$ cat src/rtl/u_receiver.sv
// UART 8N1 receiver: 2-flop rx synchroniser, mid-bit sampling FSM, valid/ready holding register.
// Latency: rx_valid rises 3 + BAUD_DIV/2 + 9*BAUD_DIV edges after the first edge that samples rx low.
// Backpressure: none on the line; a byte finishing while rx_valid & !rx_ready overwrites and sets sticky overrun.
module u_receiver #(
  parameter int BAUD_DIV = 5208,
  parameter int CNT_W    = 13
) (
  input  logic       clk,
  input  logic       reset,
  input  logic       rx,
  input  logic       rx_ready,
  output logic [7:0] rx_data,
  output logic       rx_valid,
  output logic       overrun,
  output logic       frame_err,
  output logic       busy
);

  typedef enum logic [2:0] {
    IDLE      = 3'd0,
    START     = 3'd1,
    DATA      = 3'd2,
    STOP      = 3'd3,
    WAIT_IDLE = 3'd4
  } state_t;

  // Sample points: middle of the start bit, then one full bit period per sample.
  localparam logic [CNT_W-1:0] HALF_LAST = CNT_W'(BAUD_DIV / 2 - 1);
  localparam logic [CNT_W-1:0] BIT_LAST  = CNT_W'(BAUD_DIV - 1);

  logic             rx_meta;
  logic             rx_s;
  state_t           state;
  state_t           state_nxt;
  logic [CNT_W-1:0] cnt;
  logic [2:0]       idx;
  logic [7:0]       shift;
  logic             cnt_clr;
  logic             bit_smp;
  logic             stop_ok;
  logic             stop_bad;

  // Two-flop synchroniser; idle-high line so flops reset to 1.
  always_ff @(posedge clk or posedge reset) begin
    if (reset) begin
      rx_meta <= 1'b1;
      rx_s    <= 1'b1;
    end else begin
      rx_meta <= rx;
      rx_s    <= rx_meta;
    end
  end

  // State register.
  always_ff @(posedge clk or posedge reset) begin
    if (reset) state <= IDLE;
    else       state <= state_nxt;
  end

  // Next-state and sample strobes; the counter only runs inside a frame and is cleared on each sample.
  always_comb begin
    state_nxt = state;
    cnt_clr   = 1'b0;
    bit_smp   = 1'b0;
    stop_ok   = 1'b0;
    stop_bad  = 1'b0;
    case (state)
      IDLE: begin
        cnt_clr = 1'b1;
        if (!rx_s) state_nxt = START;
      end
      START: begin
        if (cnt == HALF_LAST) begin
          cnt_clr   = 1'b1;
          // A line back high at mid-start is a glitch: drop it silently.
          state_nxt = rx_s ? IDLE : DATA;
        end
      end
      DATA: begin
        if (cnt == BIT_LAST) begin
          cnt_clr = 1'b1;
          bit_smp = 1'b1;
          if (idx == 3'd7) state_nxt = STOP;
        end
      end
      STOP: begin
        if (cnt == BIT_LAST) begin
          cnt_clr = 1'b1;
          if (rx_s) begin
            stop_ok   = 1'b1;
            state_nxt = IDLE;
          end else begin
            stop_bad  = 1'b1;
            state_nxt = WAIT_IDLE;
          end
        end
      end
      WAIT_IDLE: begin
        // Line held low (break): wait for it to return high before hunting a new start edge.
        cnt_clr = 1'b1;
        if (rx_s) state_nxt = IDLE;
      end
      default: begin
        cnt_clr   = 1'b1;
        state_nxt = IDLE;
      end
    endcase
  end

  // Baud counter and bit index; the index restarts at 0 whenever we are outside the data phase.
  always_ff @(posedge clk or posedge reset) begin
    if (reset) begin
      cnt <= '0;
      idx <= 3'd0;
    end else begin
      if (cnt_clr) cnt <= '0;
      else         cnt <= cnt + 1'b1;
      if (state != DATA) idx <= 3'd0;
      else if (bit_smp)  idx <= idx + 3'd1;
    end
  end

  // Shift register, filled LSB first at each data sample.
  always_ff @(posedge clk or posedge reset) begin
    if (reset)        shift <= 8'h00;
    else if (bit_smp) shift[idx] <= rx_s;
  end

  // Holding register with handshake, sticky overrun and one-cycle framing-error pulse.
  always_ff @(posedge clk or posedge reset) begin
    if (reset) begin
      rx_data   <= 8'h00;
      rx_valid  <= 1'b0;
      overrun   <= 1'b0;
      frame_err <= 1'b0;
    end else begin
      frame_err <= stop_bad;
      if (stop_ok) begin
        // New byte always wins; a simultaneous handshake consumes the old one cleanly.
        rx_data  <= shift;
        rx_valid <= 1'b1;
        if (rx_valid && !rx_ready)     overrun <= 1'b1;
        else if (rx_valid && rx_ready) overrun <= 1'b0;
      end else if (rx_valid && rx_ready) begin
        rx_valid <= 1'b0;
        overrun  <= 1'b0;
      end
    end
  end

  assign busy = (state != IDLE);

endmodule

$ cat config.mk
export PLATFORM = sky130hd
export DESIGN_NAME = u_receiver
export DESIGN_NICKNAME = d
export VERILOG_FILES = /design/src/rtl/u_receiver.sv
export SDC_FILE = /design/constraint.sdc
export NUM_CORES = 1
export LEC_CHECK = 0
export ABC_AREA = 1
export BUFFER_PORTS_ARGS = -buffer_cell sky130_fd_sc_hd__buf_2
export CAP_MARGIN = 20
export CORE_ASPECT_RATIO = 0.6
export CORE_UTILIZATION = 45
export CTS_CLUSTER_DIAMETER = 200
export CTS_CLUSTER_SIZE = 10
export DETAILED_ROUTE_END_ITERATION = 6
export PLACE_DENSITY = 0.69
export SYNTH_ARGS = -nofsm -noshare
export SYNTH_HDL_FRONTEND = slang
export SYNTH_SLANG_ARGS = --single-unit
$ cat constraint.sdc
create_clock -name clk -period 1.3 [get_ports clk]
set_input_delay 0.065 -clock clk [delete_from_list [all_inputs] [get_ports clk]]
set_output_delay 0.065 -clock clk [all_outputs]
set_load 0.03 [all_outputs]
==> run metrics <==
Crit Path Max Fanout 5; Reg2Reg Depth 9; via count 1,988; Std-Cell Rows 18; FF/Latch Area 1006 um^2; initial antenna violation count 0; Top FF cell, synth dfrtp_1; initial core utilization 49.19%; Synth Area in XOR/XNOR 1.656%; # diodes 0; DIE HEIGHT 55.12 um; leading area contributor after synthesis dfrtp_1; GRT Total Usage 21.76%; FF-to-FF End cnt[0]; ANT nets after route 0; synthesis-to-layout area growth 47.61%; switching share of power 20.72%; Reg power frac 51.1%; Layout Utilization 72.60%; Worst R2R Start cnt[1]; count of cell types in the netlist 27; syn_nets 276; Cells after Synth 269; violated checks setup timing; largest net degree at the start of global routing 41; Yosys warning count 0; multiplexer area fraction after synthesis 0%; worst vdd ir 0.0004991 V; Final Net Count 351; Initial DRC Count 149; worst-margin pin slew 0.3755 ns; top post-synthesis cells by area dfrtp_1 (45%), nand2_1 (16%), nor2_1 (6.6%), nand4_1 (3.8%), nand3_1 (3.8%); number of fill cells in the layout 299; share of the synthesized area in the top cell type 44.94%; sequential area share after synthesis 47.43%; adder-cell share of the synthesized area 1.774%; CTS tree built; total clock buffers created by CTS 5; area occupied by multi-input gates 1239 um^2; RSZ-0062 raised after global routing yes; final worst slack -0.2214 ns; CP Class reg -> reg; final setup fails 36; hold path depth 4; worst min path class in -> reg; crit start category register; Setup Slack @ Placement -0.1571 ns; share of cells above drive strength 1 45.51%; vias in the first global route 1,745; Post-synth EDFFs 0; drt pass-1 iters 4; H-tree levels 2; FFs w/ async S/R, synth 100.0%; Mean Syn Cell Area 7.865 um^2; switching power total 509.7 uW; Int Pwr 1950 uW; total of max-cap violations 0; Chip Width 90.52 um; root buffer cell clkbuf_8; Clock Skew 0.007325 ns; global-route congestion overflow total 0; total design power 2459 uW; I/O pins 16; Clock Path Buffers 2; final period utilization 117.0%; Worst-path clk slew 0.08 ns; Lkg Pwr 0.001574 uW; Final Hold Fails 0; Worst-Skew Late Latency 0.30 ns; wire length per cell 13.64 um; Required @ worst endpoint 1.53 ns; shortest period the worst path allows 1.521 ns; pwr/cell area 787.5 nW/um^2; Max-slew headroom 74.88%; DP HPWL 3423 um; Post-Syn Area 2116 um^2; Setup crit end kind register; run status complete, but fails checks; drt total wl 5525 um; DIE AREA 4989 um^2; Residual DRC 0; Max Slew Vio Count 0; Post-Synth Simple-Gate Area 39.56%; #FFs+latches synth 40; RD Place Congestion 0.9379; Avg Vias per Cell 4.909; compound-cell area share of the yosys netlist 2.839%; largest family of logic cells by synthesized area simple AND/OR/NAND/NOR gates; clk sinks 40; Port-buffer cells 15; Hold Path Origin rx_ready; r2r setup slk -0.22 ns; Fmax 0.6573 GHz; Gate power share 2.7%; WP data arrival 1.75 ns; first-pass GRT wire length 8128 um; power share of the clock group 46.2%; total core area 4302 um^2
-- registers in the layout (all words and copies together), names as in the netlist, named ones only --
register	flops
rx_valid	1
shift	8
frame_err	1
state	3
idx	3
rx_data	8
rx_s	1
cnt	13
rx_meta	1
-- worst max-delay path: stages, from the launching register on --
cell and delay, ns:
dfrtp_1 0.42, ha_4 0.19, nand2_4 0.09, nor2_4 0.05, nand3_4 0.08, buf_6 0.12
nand2_8 0.06, nand2_8 0.12, clkinvlp_4 0.17, nor2_2 0.13
-- placed cells by master, fill, tap and decap left out, types with 2 or more instances in the layout --
cell / n
nand3_4: 3
nand2_4: 6
dfrtp_2: 2
nand3_2: 10
buf_4: 45
clkbuf_8: 7
nand3_1: 7
dfrtp_1: 36
inv_1: 16
xor2_1: 3
o21ai_0: 2
buf_2: 15
nand2_1: 78
dlygate4sd3_1: 2
nand2_8: 2
dfstp_2: 2
buf_12: 3
nor2_2: 12
ha_1: 2
nor3_2: 2
nor3_4: 4
nor2_1: 23
nand2_2: 11
nor2_4: 5
o21ai_1: 5
buf_6: 5
nand4_1: 13
inv_2: 13
o21ai_2: 2
-- logic make-up (layout without fill, tap and decap cells) --
family          count (synthesis)  in the layout
compound gates                 11             11
flops                          40             40
fa+ha+maj                       3              3
simple gates                  178            178
buf+inv                        33            109
xor+xnor                        4              4
-- metrics by stage --
| stage | hold slack, ns | instances | setup TNS (ns) | instance area (um^2) |
|---|---|---|---|---|
| 3_5_place_dp | 0.1416 | 382 | -3.693 | 2591 |
| 3_3_place_gp | 0.1365 | 382 | -2.684 | 2591 |
| 4_1_cts | 0.04550 | 399 | -3.270 | 2854 |
| 6_report | 0.05284 | 405 | -5.291 | 3123 |
| 2_1_floorplan | 0.06948 | 269 | -0.8313 | 2123 |
| 5_1_grt | 0.08107 | 405 | -8.261 | 3123 |
-- cells in the mapped netlist, types with 3 or more instances --
master,instances
nand2_1,93
nand2_2,4
nor3_1,3
o21ai_1,3
nand3_1,16
dfrtp_1,38
nor2_1,37
inv_1,18
xor2_1,4
o21ai_0,6
nand4_1,13
inv_2,11
ha_1,3
-- metal layers --
metal / part of all wire [%] / GRT usage [%] / up-vias
li1: - / - / 1003
met1: 51 / 31.91 / 918
met5: 0 / 0 / -
met3: 5.7 / 4.508 / 9
met4: 1.2 / 6.452 / 0
met2: 42 / 32.45 / 58
-- what timing repair did --
action,in CTS,in global routing
endpoints found under the hold margin,39,0
setup buffers,6,6
hold buffers,2,0
gates resized for setup,17,60
cloned,1,0
pin swaps,7,24
endpoints found under the setup margin,36,39
-- cell type report --
cell class	instances	share of cell area [%]
Tap cell	60	2.404
Timing Repair Buffer	70	17.59
Clock inverter	1	0.9615
Timing Repair inverter	1	0.2404
Sequential cell	40	32.21
Clock buffer	7	3.085
Multi-Input combinational cell	196	39.66
Inverter	30	3.846
-- worst max path at each step --
stage,from,to,slack [ns],cells past startpoint
after detailed placement,cnt[1],shift[5],-0.16,9
after floorplan,cnt[0],shift[1],-0.08,9
after global placement,cnt[1],cnt[10],-0.13,7
after global routing,cnt[7],shift[0],-0.29,9
after CTS,cnt[0],shift[5],-0.15,9
final,cnt[1],cnt[0],-0.22,9
-- power by group through the flow --
stage / Clock, uW / Combinational, uW / Sequential (uW)
after floorplan: 0 / 30.0 / 1290
after global placement: 0 / 62.3 / 1280
after detailed placement: 0 / 62.7 / 1280
after CTS: 1150 / 67.6 / 1260
after global routing: 1200 / 75.8 / 1260
final: 1140 / 67.5 / 1260
No activity file was read; power rests on OpenSTA's default activity.
